[src/rtl/cpu_sequencer.sv]
// Multi-cycle fetch/decode/execute sequencer for the RPN calculator CPU.
// Owns pc and ir, drives the ROM address, register write strobe and ATC handshake.
module cpu_sequencer #(
    parameter int unsigned PC_W    = 8,
    parameter int unsigned INSTR_W = 16
) (
    input  logic               i_clk,
    input  logic               i_reset,
    input  logic               i_run,
    output logic [PC_W-1:0]    o_rom_addr,
    input  logic [INSTR_W-1:0] i_rom_data,
    output logic [2:0]         o_command_group,
    output logic [2:0]         o_command,
    output logic [INSTR_W-7:0] o_immediate,
    input  logic               i_branch_select,
    input  logic               i_write_enable,
    input  logic               i_is_atc,
    input  logic               i_branch_taken,
    output logic               o_reg_we,
    output logic               o_atc_req,
    input  logic               i_atc_ack,
    output logic [PC_W-1:0]    o_pc,
    output logic               o_busy
);

    localparam int unsigned IMM_W = INSTR_W - 6;

    typedef enum logic [2:0] {
        StIdle,
        StFetch,
        StLoad,
        StExec,
        StWb,
        StAtc,
        StNext
    } state_e;

    state_e             r_state;
    state_e             w_state_d;
    logic [PC_W-1:0]    r_pc;
    logic [PC_W-1:0]    w_pc_d;
    logic [PC_W-1:0]    w_pc_inc;
    logic [PC_W-1:0]    w_target;
    logic [INSTR_W-1:0] r_ir;
    logic [PC_W-1:0]    r_rom_addr;
    logic               r_reg_we;
    logic               r_atc_req;
    logic               r_busy;

    assign w_pc_inc = r_pc + PC_W'(1);

    // Branch target: low PC_W bits of the immediate, zero-extended if narrower.
    if (IMM_W >= PC_W) begin : g_trunc
        assign w_target = r_ir[PC_W-1:0];
    end else begin : g_zext
        assign w_target = {{(PC_W - IMM_W){1'b0}}, r_ir[IMM_W-1:0]};
    end

    always_comb begin
        w_state_d = r_state;
        w_pc_d    = r_pc;
        case (r_state)
            StIdle: begin
                if (i_run) begin
                    w_state_d = StFetch;
                end
            end
            StFetch: w_state_d = StLoad;
            StLoad:  w_state_d = StExec;
            StExec: begin
                if (i_is_atc) begin
                    w_state_d = StAtc;
                end else if (i_branch_select) begin
                    w_pc_d    = i_branch_taken ? w_target : w_pc_inc;
                    w_state_d = StNext;
                end else if (i_write_enable) begin
                    w_state_d = StWb;
                end else begin
                    w_pc_d    = w_pc_inc;
                    w_state_d = StNext;
                end
            end
            StWb: begin
                w_pc_d    = w_pc_inc;
                w_state_d = StNext;
            end
            StAtc: begin
                if (i_atc_ack) begin
                    w_pc_d    = w_pc_inc;
                    w_state_d = StNext;
                end
            end
            StNext:  w_state_d = i_run ? StFetch : StIdle;
            default: w_state_d = StIdle;
        endcase
    end

    always_ff @(posedge i_clk or posedge i_reset) begin
        if (i_reset) begin
            r_state    <= StIdle;
            r_pc       <= '0;
            r_ir       <= '0;
            r_rom_addr <= '0;
            r_reg_we   <= 1'b0;
            r_atc_req  <= 1'b0;
            r_busy     <= 1'b0;
        end else begin
            r_state <= w_state_d;
            r_pc    <= w_pc_d;
            if (r_state == StLoad) begin
                r_ir <= i_rom_data;
            end
            // Follows the next pc so a registered ROM has its word ready by LOAD.
            r_rom_addr <= w_pc_d;
            r_reg_we   <= (w_state_d == StWb);
            r_atc_req  <= (w_state_d == StAtc);
            r_busy     <= (w_state_d != StIdle);
        end
    end

    assign o_rom_addr      = r_rom_addr;
    assign o_pc            = r_pc;
    assign o_command_group = r_ir[INSTR_W-1 -: 3];
    assign o_command       = r_ir[INSTR_W-4 -: 3];
    assign o_immediate     = r_ir[IMM_W-1:0];
    assign o_reg_we        = r_reg_we;
    assign o_atc_req       = r_atc_req;
    assign o_busy          = r_busy;

endmodule

[config.mk]
export PLATFORM = sky130hd
export DESIGN_NAME = cpu_sequencer
export DESIGN_NICKNAME = d
export VERILOG_FILES = /design/src/rtl/cpu_sequencer.sv
export SDC_FILE = /design/constraint.sdc
export NUM_CORES = 1
export LEC_CHECK = 0
export BUFFER_PORTS_ARGS = -buffer_cell sky130_fd_sc_hd__buf_2
export CAP_MARGIN = 15
export CORE_MARGIN = 1.5
export CORE_UTILIZATION = 48
export DETAILED_ROUTE_END_ITERATION = 10
export MAX_ROUTING_LAYER = met4
export PLACE_DENSITY = 0.87
export REMOVE_ABC_BUFFERS = 1
export SLEW_MARGIN = 15
export SYNTH_ARGS = -nofsm -noshare
export SYNTH_HDL_FRONTEND = slang
export SYNTH_SLANG_ARGS = --single-unit
[constraint.sdc]
create_clock -name i_clk -period 1.8 [get_ports i_clk]
set_input_delay 0.18 -clock i_clk [delete_from_list [all_inputs] [get_ports i_clk]]
set_output_delay 0.18 -clock i_clk [all_outputs]
set_load 0.01 [all_outputs]
Word level (Yosys, flattened, before mapping)
Index checks and enable logic that the tools add are counted.
{ "word_totals": {"register_bits": 30, "wordCells": 35, "input_bits": 24, "out_inout_bits": 35} }
{ "classes": {"addsub": 1, "reduce_logical": 4, "mux": 13, "n_eq_ne": 11} }
{ "ops": {"columns": ["op", "n"], "rows": [
  ["$mux W8", 5],
  ["$pmux W8 S3", 1],
  ["$pmux W3 S7", 1],
  ["$eq A3 B3 Y1 const B", 5],
  ["$add A8 B1 Y8 const B", 1],
  ["$eq A3 B2 Y1 const B", 2],
  ["$mux W2", 3],
  ["$mux W3", 2],
  ["$reduce_bool A3 Y1", 2],
  ["$ne A2 B2 Y1 const B", 2],
  ["$reduce_and A4 Y1", 1],
  ["$eq A3 B1 Y1 const B", 1],
  ["$logic_not A3 Y1", 1],
  ["$ne A3 B3 Y1 const B", 1],
  ["$mux W1", 1]
]} }

Depth between registers and ports, before layout
Gate-level depths: netlist of the first run.
{ "depth": {"depth_word": 5, "ltp_mapped": 6, "ltp_nobuf": 5} }

Worst setup path before layout of the first run
OpenSTA, ideal clock, no wires.
{ "synth_path": {"path_kind": "register to register", "from": "reg r_state[2]", "to": "reg r_ir[0]", "path_buffers": 1, "arrival_time_ns": 1.356, "stages_incl_launch_ff": 5, "period_less_slack_ns": 1.483, "required_time_ns": 1.672, "slack_ns": 0.317, "setup_time_ns": 0.128, "cell_sequence": "dfrtp_1 nand2b_4 nor2_2 buf_4 mux2_1"} }
{ "synth_between": {"elab_chain_cells": 1} }
{ "synth_lines": {"columns": ["element", "line_no", "text"], "rows": [
  ["start: declaration", "38", "state_e r_state;"],
  ["start signal: assignment", "100", "r_state <= StIdle;"],
  ["start signal: assignment", "108", "r_state <= w_state_d;"],
  ["$eq A3 B2 Y1", "110", "if (r_state == StLoad) begin"],
  ["end signal: assignment", "111", "r_ir <= i_rom_data;"],
  ["end: declaration", "44", "logic [INSTR_W-1:0] r_ir;"]
]} }
No other way between the ends.
A chain may end at the register's enable or synchronous reset.

==> metrics.txt, run 1 <==
outcome=finished clean; DRC violations left=0; cell count of the worst reg-to-reg path=5; FFs w/ async S/R, synth=100%; GRT Total Usage=a little over a fifth; total CTS buffers=5; share of cells above drive strength 1=45.1%; core box area=~3000 um2; Leak=0.861 nW; VDD IR-drop max=0.781 mV; GPL Wtd Cong=around 0.85; Root Buffer=clkbuf_4; CP Max Fanout=6; crit end category=register; kind of critical path=reg -> reg; WP data required=2.06 ns; Clk Latency, worst-skew pair=~0.33 ns; most frequent cells after synthesis=30 x dfrtp_1, 11 x buf_4, 10 x mux2_1; slew at the pin closest to its max-slew limit=0.402 ns; Hold Path Cell Cnt=2; wire length per cell=15.5 um; Die Wd=~59 um; clock skew=0.00423 ns; Post-synth EDFFs=0; Initial Utilization=49.6%; CTS sink cnt=30; top_reg_cell synth=dfrtp_1; CP Data Arrival Time=1.82 ns; Hold Vio Cnt, Final=0; Routed Wire Length=3360 um; vias=1,229; hold_ws=0.0664 ns; synth warn=0; vias per inst=between 5 and 6; post-route clock period utilization=86.7%; Hold/Removal Path Class=in -> reg; ANT cells=0; H-tree Lvls=2; fmax=around 640 MHz; mapped cell area=around 1500 um2; row cnt=20; total grt overflow=0; pwr dens=1850 nW/um2; Slew headroom=73.2%; pin count of the biggest net entering global routing=31; Gate Count Post-Synth=127; max-cap viol count=0; CTS tree=yes; Area Overhead vs Synth=22.1%; Die Span Y=58.7 um; Fin Setup TNS=0 ns; fin crit period=1.56 ns; post-CTS setup buffers=0; fillers=252; # nets final=209; IO Port Bufs=58; post-synth cell types=38; ranking of synthesized cells by area=dfrtp_1 50%, mux2_1 7.6%, buf_4 5.5%; Avg Inst Size Synth=11.7 um2; total power=0.00336 W; IO Count=59; Yosys reg bits=30; final slew viol count=0; # setup viols final=0; initial DRC count=39; register area share after synthesis=50.4%; most frequent cell after synthesis=dfrtp_1; Worst Setup Start Kind=register; Clk pin slew, worst setup/hold paths=0.09 ns; worst-case clock buffer depth=2; initial antenna violation count=0; Post-DP HPWL=roughly 2500 um; vias in the first global route=1,167; Routed Antenna Nets=0; RSZ-0062 raised after global routing=false; share of the synthesized area in the top cell type=50.4%; global-route wire length before repair=between 5000 and 6000 um; first drt pass iteration count=4; die area=around 3400 um2; area leader, netlist=dfrtp_1
worst max-delay path: stages (launching register included):
cell and delay, ns:
dfrtp_1 0.45, ha_1 0.25, nand4_1 0.15, or2_2 0.33, a21oi_1 0.16, a2bb2oi_1 0.15
registers in the layout (all words and copies together) (netlist names):
name        count
r_ir           16
o_rom_addr      8
r_state         3
o_atc_req       1
o_busy          1
o_reg_we        1
layer usage:
layer	vias to the layer above	track usage, %	routed length (um)
met5	-	-	0
met4	0	12.0	70
li1	573	-	-
met1	590	26.3	1350
met2	57	33.4	1710
met3	9	5.27	220
layout by cell type, fill, tap and decap left out, types with 2 or more instances in the layout:
cell type / count
buf_2: 58
dfrtp_1: 30
mux2_1: 10
a21oi_1: 9
nand2_1: 7
mux2_2: 6
clkbuf_4: 5
nor3_1: 4
o21ai_0: 4
a2bb2oi_1: 4
nor2b_1: 3
nor2_1: 3
buf_4: 3
mux2i_1: 2
a31oi_1: 2
o22a_1: 2
nand3_1: 2
nand4_1: 2
o22ai_1: 2
or3_1: 2
inv_1: 2
clkinv_2: 2
kinds of logic (layout without fill, tap and decap cells):
family | after synthesis | in the layout | share of synthesized area, %
adder cells (fa/ha/maj) | 1 | 1 | 0.840
buffers and inverters | 14 | 71 | 6.39
multiplexers | 18 | 18 | 13.4
flip-flops | 30 | 30 | 50.4
AND/OR/NAND/NOR | 33 | 33 | 12.9
AO/OA/AOI/OAI | 31 | 31 | 16.0
through the flow:
| stage | cells | cell area (um2) | utilization [%] | setup slack (ns) |
|---|---|---|---|---|
| floorplan | 115 | 1400 | - | 0.220 |
| global placement | 209 | 1760 | 58.5 | 0.222 |
| detailed placement | 209 | 1760 | 58.5 | 0.128 |
| CTS | 217 | 1810 | 60.4 | 0.114 |
| global route | 217 | 1820 | 60.5 | 0.140 |
| finish | 217 | 1820 | 60.5 | 0.239 |
cell type report:
| cell class | count | area (um2) | area share [%] |
|---|---|---|---|
| well taps | 33 | 41.3 | 2.27 |
| repair buffers | 62 | 323 | 17.8 |
| multi-input cells | 83 | 648 | 35.7 |
| clock inverters | 2 | 10.0 | 0.551 |
| flip-flops and latches | 30 | 751 | 41.3 |
| inverters | 2 | 7.51 | 0.413 |
| clock buffers | 5 | 37.5 | 2.06 |
power breakdown:
| group | internal (W) | switching [W] | total (W) |
|---|---|---|---|
| registers | 0.00101 | 0.000340 | 0.00135 |
| logic | 0.000802 | 0.000841 | 0.00164 |
| clock network | 0.000140 | 0.000228 | 0.000368 |
timing repair:
item | 4_1_cts | 5_1_grt
resized for setup | 0 | 1
hold buffers | 1 | 0
endpoints found under the hold margin | 30 | 0
setup endpoints to repair | 0 | 5
path summary, 6_finish.rpt:
kind / start / to / slack [ns]
worst max-delay path: o_rom_addr[0]$_DFFE_PP0P_ / o_rom_addr[6]$_DFFE_PP0P_ / 0.24
worst min-delay path: i_rom_data[3] / r_ir[3]$_DFFE_PP0P_ / 0.07
worst max register to register: o_rom_addr[0]$_DFFE_PP0P_ / o_rom_addr[6]$_DFFE_PP0P_ / 0.24
worst min register to register: r_ir[13]$_DFFE_PP0P_ / r_ir[13]$_DFFE_PP0P_ / 0.50
max in group asynchronous: i_reset / r_ir[4]$_DFFE_PP0P_ / 1.07
min in group asynchronous: i_reset / r_ir[14]$_DFFE_PP0P_ / 0.46
No activity file was read; power rests on OpenSTA's default activity.
==> run 2: changes to the inputs <==
Settings changed: CAP_MARGIN 15 to unset, CTS_BUF_LIST set to sky130_fd_sc_hd__clkbuf_8 sky130_fd_sc_hd__clkbuf_16.
==> run 2 against run 1 <==
Sequential share of layout area shrank 0.70 points. Global-route usage grew 0.53 points. Clock skew shrank 0.0011 ns. Critical path depth shrank 1. Die area is the same. Routed wire length up 2.3%. Via count is 0.33% higher. Largest cell class unchanged. Worst setup slack lost 0.0063 ns. Register-to-register slack about the same. Cell count unchanged.
==> metrics.txt, run 2 (synthesized netlist as in run 1, its figures left out) <==
outcome=finished clean; ANT cells=0; Area Overhead vs Synth=24.2%; vias in the first global route=1,166; Post-DP HPWL=around 2500 um; global-route wire length before repair=5380 um; hold_ws=around 0.11 ns; Worst Setup Start Kind=register; first drt pass iteration count=4; total CTS buffers=5; core box area=3000 um2; Root Buffer=clkbuf_8; Slew headroom=73.3%; CTS tree=yes; vias per inst=5.68; min setup slack post-route=0.233 ns; most common cell after layout, fill and taps aside=buf_2; Hold Vio Cnt, Final=0; DRC violations left=0; vias=1,233; # nets final=209; CP Max Fanout=12; wire length per cell=15.8 um; CTS sink cnt=30; share of cells above drive strength 1=45.1%; Initial Utilization=49.6%; post-place setup slack=0.128 ns; fin crit period=~1.6 ns; Routed Antenna Nets=0; VDD IR-drop max=between 0.9 and 1 mV; Clk Latency, worst-skew pair=approximately 0.28 ns; initial antenna violation count=0; fillers=245; H-tree Lvls=2; row cnt=20; max-cap viol count=0; initial DRC count=48; total grt overflow=0; pwr dens=about 1900 nW/um2; fmax=638 MHz; crit end category=register; Routed Wire Length=3430 um; Hold/Removal Path Class=in -> reg; IO Count=59; Leak=0.874 nW; GRT Total Usage=around 22%; kind of critical path=reg -> reg; Most flops, register=r_ir; worst-case clock buffer depth=2; clock skew=between 0.003 and 0.004 ns; # setup viols final=0; WP data required=2.02 ns; pin count of the biggest net entering global routing=31; GPL Wtd Cong=0.847; final slew viol count=0; post-route clock period utilization=87.0%; post-CTS setup buffers=0; CP Data Arrival Time=1.79 ns; storage element area=751 um2; Fin Setup TNS=0 ns; IO Port Bufs=58; most frequent cells in the layout=58 x buf_2, 30 x dfrtp_1, 10 x mux2_1; Die Wd=58.7 um; Non-Filler Instances=217; die area=3450 um2; Multi-input gate area=648 um2; Placed Instances=209; slew at the pin closest to its max-slew limit=roughly 0.4 ns; Clk pin slew, worst setup/hold paths=0.06 ns; max reg flops=16; Die Span Y=slightly below 60 um; RSZ-0062 raised after global routing=false
## run 2: cell count changes in the layout (fill, tap and decap cells not counted)
cell	before	now
clkbuf_4	5	0
clkbuf_8	0	5
## run 2: metal layers
| metal | wire, um | GRT usage, % | up-vias |
|---|---|---|---|
| li1 | - | - | 572 |
| met1 | 1420 | 26.7 | 596 |
| met2 | 1720 | 33.9 | 54 |
| met3 | 218 | 7.03 | 11 |
| met4 | 74 | 11.0 | 0 |
| met5 | 0 | - | - |
## run 2: layout make-up
cell class              count  area share, %
multi-input cells          83           35.0
well taps                  33           2.23
repair buffers             62           17.5
clock buffers               5           3.72
flip-flops and latches     30           40.6
inverters                   2          0.406
clock inverters             2          0.541
## run 2: final timing paths
path,start,endpoint,slack [ns],cells past startpoint
max,r_state[1]$_DFF_PP0_,o_rom_addr[2]$_DFFE_PP0P_,0.23,4
min,i_rom_data[3],r_ir[3]$_DFFE_PP0P_,0.11,2
max reg2reg,r_state[1]$_DFF_PP0_,o_rom_addr[2]$_DFFE_PP0P_,0.23,4
min reg2reg,r_ir[13]$_DFFE_PP0P_,r_ir[13]$_DFFE_PP0P_,0.50,1
max in group asynchronous,i_reset,r_ir[13]$_DFFE_PP0P_,1.02,4
min in group asynchronous,i_reset,r_ir[14]$_DFFE_PP0P_,0.51,4
## run 2: critical path: stages, from the launching register on
cell      delay [ns]
dfrtp_1         0.52
nand2b_2        0.27
nand3_2         0.26
a31oi_1         0.28
o22a_1          0.17
## run 2: timing repair
| action | CTS | global route |
|---|---|---|
| gates resized for setup | 0 | 1 |
| hold buffers | 1 | 0 |
| hold endpoints to repair | 30 | 0 |
| setup endpoints to repair | 0 | 5 |
## run 2: power by group
part / internal, W / leakage [nW] / switching (W)
sequential: 0.00101 / 0.349 / 0.000347
clock: 0.000259 / 0.0438 / 0.000247
combinational: 0.000803 / 0.481 / 0.000852
total: 0.00208 / 0.874 / 0.00145
## run 2: metrics by stage
stage	instance area (um2)	total power [W]	util, %
4_1_cts	1840	0.00353	61.4
3_3_place_gp	1760	0.00291	58.5
2_1_floorplan	1400	0.00234	-
5_1_grt	1850	0.00376	61.6
3_5_place_dp	1760	0.00301	58.5
6_report	1850	0.00352	61.6
